File: src/rtl/la_cmd_pkg.sv
// Shared constants for the logic-analyzer command parser: framing byte,
// opcodes, error codes and the parser state encoding.
package la_cmd_pkg;

  localparam logic [7:0] SYNC_BYTE = 8'h55;

  localparam logic [7:0] OP_SET_DIV   = 8'h01;
  localparam logic [7:0] OP_SET_MASK  = 8'h02;
  localparam logic [7:0] OP_SET_VAL   = 8'h03;
  localparam logic [7:0] OP_SET_MODE  = 8'h04;
  localparam logic [7:0] OP_ARM       = 8'h05;
  localparam logic [7:0] OP_ABORT     = 8'h06;

  localparam logic [1:0] ERR_NONE = 2'd0;
  localparam logic [1:0] ERR_CHK  = 2'd1;
  localparam logic [1:0] ERR_OP   = 2'd2;
  localparam logic [1:0] ERR_TMO  = 2'd3;

  typedef enum logic [2:0] {
    S_IDLE = 3'd0,
    S_OP   = 3'd1,
    S_ARGH = 3'd2,
    S_ARGL = 3'd3,
    S_CHK  = 3'd4
  } state_t;

endpackage

File: src/rtl/uart_cmd_parser.sv
// Decodes 5-byte command frames (SYNC, OP, ARG_H, ARG_L, CHK) from the UART
// receiver into logic-analyzer control registers and capture strobes.
//
// state  | meaning
// -------+-----------------------------------------------------------
// S_IDLE | hunting for SYNC; any other byte is dropped silently
// S_OP   | next byte is the opcode
// S_ARGH | next byte is the high argument byte
// S_ARGL | next byte is the low argument byte
// S_CHK  | next byte is the checksum; frame executes or is rejected
module uart_cmd_parser
  import la_cmd_pkg::*;
#(
  parameter int          TIMEOUT_CYC = 27000,
  parameter logic [15:0] DIV_RST     = 16'd1
) (
  input  logic        clk,
  input  logic        resetn,
  input  logic [7:0]  rx_data,
  input  logic        rx_valid,
  output logic [15:0] sample_div,
  output logic [7:0]  trig_mask,
  output logic [7:0]  trig_val,
  output logic [1:0]  trig_mode,
  output logic        arm,
  output logic        abort,
  output logic        cmd_ok,
  output logic        cmd_err,
  output logic [1:0]  err_code
);

  localparam int CW = (TIMEOUT_CYC > 1) ? $clog2(TIMEOUT_CYC) : 1;
  localparam logic [CW-1:0] TMO_LAST = CW'(TIMEOUT_CYC - 1);

  state_t        state, state_nxt;
  logic [7:0]    op_q, op_nxt;
  logic [7:0]    argh_q, argh_nxt;
  logic [7:0]    argl_q, argl_nxt;
  logic [CW-1:0] cnt, cnt_nxt;

  logic [15:0]   sample_div_nxt;
  logic [7:0]    trig_mask_nxt, trig_val_nxt;
  logic [1:0]    trig_mode_nxt, err_code_nxt;
  logic          arm_nxt, abort_nxt, cmd_ok_nxt, cmd_err_nxt;

  // State, latched frame bytes, timeout counter and all outputs are registered.
  always_ff @(posedge clk or negedge resetn) begin
    if (!resetn) begin
      state      <= S_IDLE;
      op_q       <= '0;
      argh_q     <= '0;
      argl_q     <= '0;
      cnt        <= '0;
      sample_div <= DIV_RST;
      trig_mask  <= '0;
      trig_val   <= '0;
      trig_mode  <= '0;
      arm        <= 1'b0;
      abort      <= 1'b0;
      cmd_ok     <= 1'b0;
      cmd_err    <= 1'b0;
      err_code   <= ERR_NONE;
    end else begin
      state      <= state_nxt;
      op_q       <= op_nxt;
      argh_q     <= argh_nxt;
      argl_q     <= argl_nxt;
      cnt        <= cnt_nxt;
      sample_div <= sample_div_nxt;
      trig_mask  <= trig_mask_nxt;
      trig_val   <= trig_val_nxt;
      trig_mode  <= trig_mode_nxt;
      arm        <= arm_nxt;
      abort      <= abort_nxt;
      cmd_ok     <= cmd_ok_nxt;
      cmd_err    <= cmd_err_nxt;
      err_code   <= err_code_nxt;
    end
  end

  // Frame sequencing, command execution and inter-byte timeout.
  always_comb begin
    state_nxt      = state;
    op_nxt         = op_q;
    argh_nxt       = argh_q;
    argl_nxt       = argl_q;
    sample_div_nxt = sample_div;
    trig_mask_nxt  = trig_mask;
    trig_val_nxt   = trig_val;
    trig_mode_nxt  = trig_mode;
    err_code_nxt   = err_code;
    arm_nxt        = 1'b0;
    abort_nxt      = 1'b0;
    cmd_ok_nxt     = 1'b0;
    cmd_err_nxt    = 1'b0;

    if (state == S_IDLE || rx_valid) cnt_nxt = '0;
    else                             cnt_nxt = cnt + CW'(1);

    case (state)
      S_IDLE: if (rx_valid && rx_data == SYNC_BYTE) state_nxt = S_OP;
      S_OP: if (rx_valid) begin
        op_nxt    = rx_data;
        state_nxt = S_ARGH;
      end
      S_ARGH: if (rx_valid) begin
        argh_nxt  = rx_data;
        state_nxt = S_ARGL;
      end
      S_ARGL: if (rx_valid) begin
        argl_nxt  = rx_data;
        state_nxt = S_CHK;
      end
      S_CHK: if (rx_valid) begin
        state_nxt = S_IDLE;
        if (rx_data != (op_q ^ argh_q ^ argl_q)) begin
          cmd_err_nxt  = 1'b1;
          err_code_nxt = ERR_CHK;
        end else begin
          cmd_ok_nxt   = 1'b1;
          err_code_nxt = ERR_NONE;
          case (op_q)
            OP_SET_DIV:  sample_div_nxt = ({argh_q, argl_q} == 16'd0) ? 16'd1 : {argh_q, argl_q};
            OP_SET_MASK: trig_mask_nxt  = argl_q;
            OP_SET_VAL:  trig_val_nxt   = argl_q;
            OP_SET_MODE: trig_mode_nxt  = argl_q[1:0];
            OP_ARM:      arm_nxt        = 1'b1;
            OP_ABORT:    abort_nxt      = 1'b1;
            default: begin
              cmd_ok_nxt   = 1'b0;
              cmd_err_nxt  = 1'b1;
              err_code_nxt = ERR_OP;
            end
          endcase
        end
      end
      default: state_nxt = S_IDLE;
    endcase

    // A byte arriving on the terminal-count cycle takes priority over the timeout.
    if (state != S_IDLE && !rx_valid && cnt == TMO_LAST) begin
      state_nxt    = S_IDLE;
      cnt_nxt      = '0;
      cmd_err_nxt  = 1'b1;
      err_code_nxt = ERR_TMO;
    end
  end

endmodule
File: config.mk
export PLATFORM = sky130hd
export DESIGN_NAME = uart_cmd_parser
export DESIGN_NICKNAME = d
export VERILOG_FILES = /design/src/rtl/la_cmd_pkg.sv /design/src/rtl/uart_cmd_parser.sv
export SDC_FILE = /design/constraint.sdc
export NUM_CORES = 1
export LEC_CHECK = 0
export CAP_MARGIN = 20
export CORE_ASPECT_RATIO = 0.7
export CORE_MARGIN = 3
export CORE_UTILIZATION = 55
export CTS_CLUSTER_SIZE = 30
export DETAILED_ROUTE_END_ITERATION = 6
export HOLD_SLACK_MARGIN = 0.1
export PLACE_DENSITY_LB_ADDON = 0.3
export SYNTH_ARGS = -nofsm -noshare
export SYNTH_HDL_FRONTEND = slang
export SYNTH_SLANG_ARGS = --single-unit
export TNS_END_PERCENT = 5
File: constraint.sdc
create_clock -name clk -period 2.3 [get_ports clk]
set_input_delay 0.46 -clock clk [delete_from_list [all_inputs] [get_ports clk]]
set_output_delay 0.46 -clock clk [all_outputs]
set_load 0.005 [all_outputs]
==> summary.txt, run 1 <==
Power
  – Combinational Power Share: 27.4%
  – PD cells: 980 nW/µm²
  – Switching fraction of total power: 32.7%
  – Clock share of power: 26.7%
  – Leak: 2.17 nW
  – Power, Total: 4.68 mW
  – Sequential group share of total power: 45.9%
  – Psw: 1.53 mW
  – Internal: 3.15 mW
  – Maximum VDD drop: 0.567 mV

GRT
  – Largest net degree at the start of global routing: 39
  – Initial antenna violation count: 0
  – GRT Resource Usage Total: 22.2%
  – Met3 GRT Util: 6.26%
  – First-pass GRT wire length: 13300 µm
  – Vias in the first global route: 2553
  – GR Layer Usage met2: 33.0%
  – Most crowded layer after global routing: met2
  – Met1 capacity usage during global routing: 32.3%
  – Total gr overflow: 0

Finish
  – Multi-input logic area: 1640 µm²
  – Non-Filler Instances: 460
  – Fin util: 74.6%
  – FF+latch area: 2050 µm²
  – Share of cells above drive strength 1: 28.7%
  – Post-route cell area: 4770 µm²
  – Layout Nets: 376
  – Number of diodes: 0
  – Layout fillers: 428
  – Layout overhead on the synthesized area: 27.4%

Clocking
  – Postcts setup bufs: 0
  – Clock sink count: 82
  – Clock Root Buffer: clkbuf_8
  – H-tree levels: 3
  – Worst-skew pair later-pin latency: 0.35 ns
  – Clock buffer count from CTS: 9
  – Clock Pin Slew Worst Setup and Hold Paths: 0.08 ns
  – CTS hold repair buffers: 1
  – CTS tree: done
  – Post-CTS sizing: 0
  – CTS Buffer Depth: 2

Detailed routing
  – DRC: 0
  – Drt wl/cell: 17.2 µm
  – Final ANT Viol Nets: 0
  – Iter 0 DRT Violations: 112
  – Detailed-route wire length: 7890 µm
  – First-pass detailed-route iteration total: 5
  – Routed via count: 2500
  – Vias per cell: 5.43

Setup path
  – FF-to-FF path depth: 6
  – Worst path cell trace: or4_4 > nor4b_4 > nand2_1 > nor3_4 > buf_12 > mux2_2
  – Required time worst endpoint: 2.54 ns
  – WP data arrival: 2.42 ns
  – Critical path origin: op_q[4]
  – Reg2reg start: op_q[4]
  – CP max FO: 8
  – CP max stage cell: or4_4
  – Crit path launch type: flop
  – Worst Setup Path Type: reg2reg
  – Setup crit end kind: flop
  – Slowest cell delay on critical path: 0.60 ns

Timing
  – Final period util: 94.9%
  – Hold Vio Cnt, Final: 0
  – Setup repair after global routing missed its margin: false
  – Setup violations, final: 0
  – Max Slew Vio Count: 0
  – Clk_skew: 0.00633 ns
  – Minimum clock period: 2.18 ns
  – PnR worst setup slack: 0.117 ns
  – Slew HR: 57.6%
  – Fmax: 458 MHz
  – Final Hold Slack: 0.502 ns
  – Tightest Pin Transition: 0.633 ns
  – Setup_tns: 0 ns

Die
  – Site row count: 24
  – DIE HEIGHT: 75.1 µm
  – Initial Util: 58.6%
  – Die area: 7850 µm²
  – IO Count: 51
  – Core box area: 6400 µm²
  – Die span in x: 105 µm

Place
  – RePlAce Congestion: 0.862
  – Post-Place Setup Slack: -0.0966 ns
  – Post-DP Area: 4520 µm²
  – Port bufs: 50
  – Post-DP HPWL: 5660 µm
  – Cells after DPL: 443

Worst hold path
  – Hold crit path type: reg2reg
  – Worst Min Path Start: cnt[0]
  – Hold depth: 1

Synth
  – Mapped Nets: 298
  – Async S/R FF share, synth: 100%
  – Top FF cell, synth: dfrtp_1
  – Post-Syn Area: 3750 µm²
  – Cells after Synth: 286
  – YS warnings: 0
  – #FFs+latches synth: 82
  – Post-synth EDFFs: 0
  – Sequential area share after synthesis: 54.8%
  – Biggest area consumer among synthesized cells: dfrtp_1
  – Top cells by area, synth: dfrtp_1 (54%), mux2_2 (14%), xnor2_1 (6.3%), mux2_4 (4.0%), nor2_1 (2.7%)
  – Synth top area share: 54.1%
  – Netlist cell types: 38
  – Avg Inst Size Synth: 13.1 µm²

Status
  – Status: finished, final reports clean

Run
  – Max cap viols: 0
power groups by stage:
stage | registers [mW] | clock network, mW | logic [mW]
floorplan | 1.94 | 0 | 1.08
finish | 2.15 | 1.25 | 1.28
CTS | 2.14 | 1.27 | 1.29
global placement | 2.14 | 0 | 1.25
detailed placement | 2.16 | 0 | 1.27
global route | 2.19 | 1.33 | 1.42
sequential cells by signal (all words and copies together), names as in the netlist, 2 cells and up:
register	flops
trig_mode	2
op_q	8
trig_mask	8
argl_q	8
trig_val	8
err_code	2
cnt	15
argh_q	8
sample_div	16
state	3
layout by cell type, fill, tap and decap left out, drive strengths merged, types with 10 or more instances in the layout:
| cell | instances |
|---|---|
| buf | 25 |
| clkbuf | 12 |
| clkdlybuf4s50 | 49 |
| dfrtp | 81 |
| mux2 | 58 |
| nand2 | 12 |
| nor2 | 27 |
| nor3 | 10 |
| xnor2 | 27 |
| xor2 | 10 |
critical path: cells and delay by family, from the launching register on:
kind,cells,cell delay (ns)
multiplexers,1,0.33
flip-flops,1,0.41
AND/OR/NAND/NOR,4,1.18
buffers and inverters,1,0.16
logic make-up after synthesis:
group	after synthesis	synth area share, %
xor+xnor	37	8.65
simple gates	91	15.3
fa+ha+maj	1	0.334
flops	82	54.8
compound gates	7	1.14
buf+inv	10	1.37
mux	58	18.4
Yosys cell counts, types with 2 or more instances:
| master | n |
|---|---|
| xor2_1 | 10 |
| mux2_2 | 48 |
| nor2_1 | 27 |
| nand2b_1 | 2 |
| o21ai_0 | 2 |
| inv_1 | 2 |
| mux2_4 | 10 |
| buf_2 | 5 |
| or4bb_1 | 2 |
| nor4_1 | 5 |
| nor4b_4 | 2 |
| a21oi_1 | 3 |
| clkbuf_1 | 2 |
| and4_1 | 2 |
| dfrtp_1 | 81 |
| nor4bb_1 | 2 |
| nand4_1 | 6 |
| nand2_1 | 12 |
| nand4b_1 | 2 |
| and3_1 | 5 |
| nor3_1 | 8 |
| xnor2_1 | 27 |
| nand3_1 | 6 |
final timing paths:
kind | endpoint | slack (ns)
max | trig_mask[3] | 0.12
min | cnt[0] | 0.50
max reg2reg | trig_mask[3] | 0.12
min reg2reg | cnt[0] | 0.50
max in group asynchronous | sample_div[12] | 1.13
min in group asynchronous | argl_q[6] | 0.62
routing by layer:
| layer | up-vias | share of wire (%) |
|---|---|---|
| li1 | 1167 | - |
| met1 | 1250 | 49 |
| met2 | 74 | 43 |
| met3 | 9 | 7.0 |
| met4 | 0 | 1.1 |
| met5 | - | 0 |
area by class of cell:
class,count,area share (%)
clock buffer,12,3.04
clock inverter,4,2.07
inverter,2,0.157
multi-input combinational,194,34.4
sequential,82,43.0
tap,91,2.39
timing repair buffer,75,14.9
No activity file was read; power rests on OpenSTA's default activity.
==> run 2: changes to the inputs <==
Settings changed: PLACE_DENSITY set to 0.8, PLACE_DENSITY_LB_ADDON 0.3 to not set, TNS_END_PERCENT 5 to not set.
==> summary.txt, run 2 (synthesized netlist as in run 1, its figures left out) <==
Status
  – Status: finished, final reports clean

Finish
  – Most common cell after layout, fill and taps aside: dfrtp_1
  – FF+latch area: 2050 µm²
  – Layout Nets: 377
  – Max reg flops: 16
  – Top Registers: sample_div x16, cnt x15
  – Share of cells above drive strength 1: 28.6%
  – Layout overhead on the synthesized area: 27.4%
  – Biggest register: sample_div
  – Multi-input logic area: 1640 µm²
  – Post-route cell area: 4770 µm²
  – Number of diodes: 0
  – Most frequent cells in the layout: dfrtp_1 (81), clkdlybuf4s50_1 (49), mux2_2 (48)
  – Layout fillers: 441

Setup path
  – Crit path launch type: flop
  – Setup crit end kind: flop
  – CP max FO: 8
  – Flop2flop setup slack: 0.09 ns
  – WP data arrival: 2.45 ns
  – Worst Setup Path Type: reg2reg
  – Required time worst endpoint: 2.54 ns

Die
  – Site row count: 24
  – Die span in x: 105 µm
  – Core box area: 6400 µm²
  – IO Count: 51
  – Initial Util: 58.6%
  – Die area: 7850 µm²
  – DIE HEIGHT: 75.1 µm

Power
  – Psw: 1.55 mW
  – Switching fraction of total power: 33.5%
  – PD cells: 973 nW/µm²
  – Clock share of power: 25.1%
  – Leak: 2.17 nW
  – Combinational Power Share: 28.7%
  – Power, Total: 4.64 mW
  – Sequential group share of total power: 46.2%
  – Maximum VDD drop: 0.561 mV
  – Internal: 3.09 mW

Timing
  – Clk_skew: 0.00445 ns
  – Setup_tns: 0 ns
  – Setup violations, final: 0
  – Tightest Pin Transition: 0.642 ns
  – Slew HR: 57.0%
  – Max Slew Vio Count: 0
  – PnR worst setup slack: 0.0854 ns
  – Final Hold Slack: 0.483 ns
  – Fmax: 452 MHz
  – Final period util: 96.3%
  – Hold Vio Cnt, Final: 0
  – Minimum clock period: 2.21 ns
  – Setup repair after global routing missed its margin: false

GRT
  – Vias in the first global route: 2612
  – Largest net degree at the start of global routing: 40
  – Initial antenna violation count: 0
  – First-pass GRT wire length: 13500 µm
  – GRT Resource Usage Total: 22.8%
  – Total gr overflow: 0

Clocking
  – Clock Pin Slew Worst Setup and Hold Paths: 0.08 ns
  – CTS Buffer Depth: 2
  – CTS tree: done
  – Worst-skew pair later-pin latency: 0.35 ns
  – Post-CTS sizing: 0
  – Clock Root Buffer: clkbuf_8
  – Clock sink count: 82
  – Clock buffer count from CTS: 9
  – H-tree levels: 3

Detailed routing
  – Vias per cell: 5.49
  – Iter 0 DRT Violations: 77
  – Routed via count: 2530
  – Final ANT Viol Nets: 0
  – First-pass detailed-route iteration total: 4
  – Detailed-route wire length: 8270 µm
  – DRC: 0
  – Drt wl/cell: 17.9 µm

Place
  – Port bufs: 50
  – Post-DP Area: 4540 µm²
  – RePlAce Congestion: 0.986
  – Post-DP HPWL: 6060 µm
  – Post-Place Setup Slack: -0.203 ns

Run
  – Max cap viols: 0

Worst hold path
  – Hold crit path type: reg2reg
==> run 2: cell types whose count changed in the layout (fill, tap and decap cells not counted) <==
cell	before	now
clkbuf_1	2	3
clkbuf_8	10	11
clkinv_4	1	0
bufinv_16	3	2
buf_12	2	3
==> run 2: final cells by class <==
cell class	instances	share of cell area, %
inverter	2	0.157
multi-input combinational	194	34.4
clock buffer	14	3.41
tap	91	2.39
sequential	82	43.0
timing repair buffer	76	15.4
clock inverter	2	1.26
==> run 2: metal layers <==
layer	GRT usage [%]	routed length, µm	vias to the layer above
met5	0	0	-
met4	7.86	86	0
met3	7.46	677	11
met2	34.3	3550	89
met1	31.8	3950	1261
li1	-	-	1169
==> run 2: metrics by stage <==
step	utilization, %	cells
after floorplan	-	286
after global placement	71.0	444
after detailed placement	71.0	444
after CTS	74.6	461
final	74.6	461
after global routing	74.6	461
==> run 2: critical path, stage by stage (launching register included) <==
cell and delay [ns]:
dfrtp_1 0.41, or4_4 0.59, nor4b_4 0.29, nand2_1 0.14, nor3_4 0.18, buf_12 0.16, mux2_2 0.33
==> run 2: worst paths after layout <==
| check | start | to | cells after the start |
|---|---|---|---|
| max | op_q[4] | trig_mask[1] | 6 |
| min | cnt[0] | cnt[0] | 1 |
| max reg2reg | op_q[4] | trig_mask[1] | 6 |
| min reg2reg | cnt[0] | cnt[0] | 1 |
| max in group asynchronous | resetn | cnt[10] | 3 |
| min in group asynchronous | resetn | sample_div[11] | 2 |
==> run 2: timing repair <==
action	4_1_cts	5_1_grt
hold buffers	1	0
hold endpoints to repair	35	0
buffers inserted	0	0
==> run 2: power groups by stage <==
stage               clock (mW)  combinational [mW]  sequential, mW
floorplan                    0                1.08            1.94
global placement             0                1.28            2.14
detailed placement           0                1.32            2.16
CTS                       1.19                1.33            2.14
global route              1.24                1.45            2.20
finish                    1.17                1.33            2.15
==> run 3: changes to the inputs <==
Settings changed: CORE_UTILIZATION 55 to 49, PLACE_DENSITY 0.8 to 0.75.
Clock period 2.3 ns to 1.8 ns, I/O delays scaled along.
==> summary.txt, run 3 (synthesized netlist as in run 1, its figures left out) <==
Status
  – Status: finished, violations left
  – Failing checks: setup timing

Timing
  – Minimum clock period: 2.13 ns
  – PnR worst setup slack: -0.325 ns
  – Final period util: 118%
  – Max Slew Vio Count: 0
  – Setup violations, final: 40
  – Setup repair after global routing missed its margin: true
  – Hold Vio Cnt, Final: 0
  – Clk_skew: 0.0128 ns
  – Tightest Pin Transition: 0.452 ns
  – Fmax: 471 MHz
  – Slew HR: 69.9%

Power
  – PD cells: 1250 nW/µm²
  – Maximum VDD drop: 0.581 mV
  – Leak: 2.44 nW

Setup path
  – Reg2reg start: op_q[4]
  – CP max FO: 8
  – CP max stage cell: or4_4
  – Slowest cell delay on critical path: 0.59 ns
  – WP data arrival: 2.38 ns
  – Critical R2R Capture: trig_mask[2]
  – Crit path launch type: flop
  – Setup crit end kind: flop
  – Flop2flop setup slack: -0.33 ns
  – FF-to-FF path depth: 6
  – Worst path cell trace: or4_4 > nor4b_4 > nand2_1 > nor3_4 > buf_12 > mux2_2
  – Required time worst endpoint: 2.05 ns
  – Critical path origin: op_q[4]
  – Worst Setup Path Type: reg2reg

GRT
  – Initial antenna violation count: 0
  – Total gr overflow: 0
  – Vias in the first global route: 2745
  – GRT Resource Usage Total: 21.3%
  – Largest net degree at the start of global routing: 34
  – First-pass GRT wire length: 14400 µm

Finish
  – Number of diodes: 0
  – Most frequent cells in the layout: dfrtp_1 (81), buf_4 (65), mux2_2 (48), clkdlybuf4s50_1 (48), nor2_1 (27)
  – Layout overhead on the synthesized area: 38.0%
  – Layout Nets: 421
  – Biggest register: sample_div
  – Top Registers: sample_div x16, cnt x15
  – Max reg flops: 16
  – Most common cell after layout, fill and taps aside: dfrtp_1
  – Share of cells above drive strength 1: 39.6%
  – Fin util: 73.1%

Clocking
  – Clock sink count: 82
  – Clock buffer count from CTS: 9
  – Worst-skew pair later-pin latency: 0.36 ns
  – CTS Buffer Depth: 2
  – Clock Root Buffer: clkbuf_8
  – H-tree levels: 3
  – CTS tree: done
  – Clock Pin Slew Worst Setup and Hold Paths: 0.09 ns

Detailed routing
  – Detailed-route wire length: 8920 µm
  – First-pass detailed-route iteration total: 4
  – Final ANT Viol Nets: 0
  – DRC: 0
  – Vias per cell: 5.31
  – Drt wl/cell: 17.6 µm
  – Iter 0 DRT Violations: 148
  – Routed via count: 2698

Place
  – RePlAce Congestion: 0.794
  – Port bufs: 50
  – Post-Place Setup Slack: -0.599 ns
  – Post-DP HPWL: 6230 µm

Die
  – Site row count: 25
  – Core box area: 7070 µm²
  – Die span in x: 111 µm
  – DIE HEIGHT: 79.2 µm
  – IO Count: 51
  – Die area: 8750 µm²
  – Initial Util: 53.0%

Worst hold path
  – Hold crit path type: in2async

Run
  – Max cap viols: 0
run 3: cell count changes in the layout (fill, tap and decap cells not counted), sizes merged, moves of 2 or more:
cell,change
clkbuf,-2
bufinv,-2
clkinvlp,+2
buf,+43
run 3: critical path: cells and delay by family, from the launching register on:
kind          cells  cell delay (ns)
buf+inv           1             0.15
flops             1             0.40
mux               1             0.33
simple gates      4             1.13
run 3: worst max-delay path by stage:
stage,endpoint,slack (ns),depth (start not counted)
3_5_place_dp,trig_mask[2],-0.60,7
6_report,trig_mask[2],-0.33,6
3_3_place_gp,trig_mask[2],-0.53,7
2_1_floorplan,trig_mask[0],-0.25,5
4_1_cts,trig_mask[3],-0.31,6
5_1_grt,trig_mask[2],-0.39,6
run 3: layout make-up:
type | count | area (µm²)
tap | 94 | 118
clock inverter | 4 | 32.5
clock buffer | 12 | 165
multi-input combinational | 195 | 1720
sequential | 82 | 2050
fill | 497 | 1900
inverter | 2 | 7.51
timing repair buffer | 119 | 1070
run 3: timing repair:
action                                 in CTS  in global routing
gates cloned                                0                  1
hold buffers                                1                  0
pin swaps                                   7                  6
gates resized for setup                     6                  7
setup endpoints to repair                  40                 58
setup buffers                               3                  1
endpoints found under the hold margin      30                  0
run 3: metrics by stage:
step	cells	setup TNS [ns]	total power, mW	hold WS (ns)	area (µm²)
detailed placement	486	-22.69	4.92	0.339	4860
global placement	486	-20.02	4.84	0.341	4860
global route	508	-11.69	6.84	0.518	5170
CTS	506	-8.19	6.32	0.492	5110
floorplan	286	-4.28	3.87	0.0644	3760
finish	508	-8.84	6.48	0.484	5170
run 3: report_power, final:
group          internal [mW]  leakage [nW]  switching [mW]
clock                  0.621        0.0952           0.682
sequential              2.17          1.09           0.244
combinational           1.42          1.25            1.34
total                   4.21          2.44            2.27
run 3: routing by layer:
metal,share of wire [%],GRT usage (%)
met1,49,31.1
met2,43,30.1
met3,7.2,6.17
met4,0.83,7.50
met5,0,0
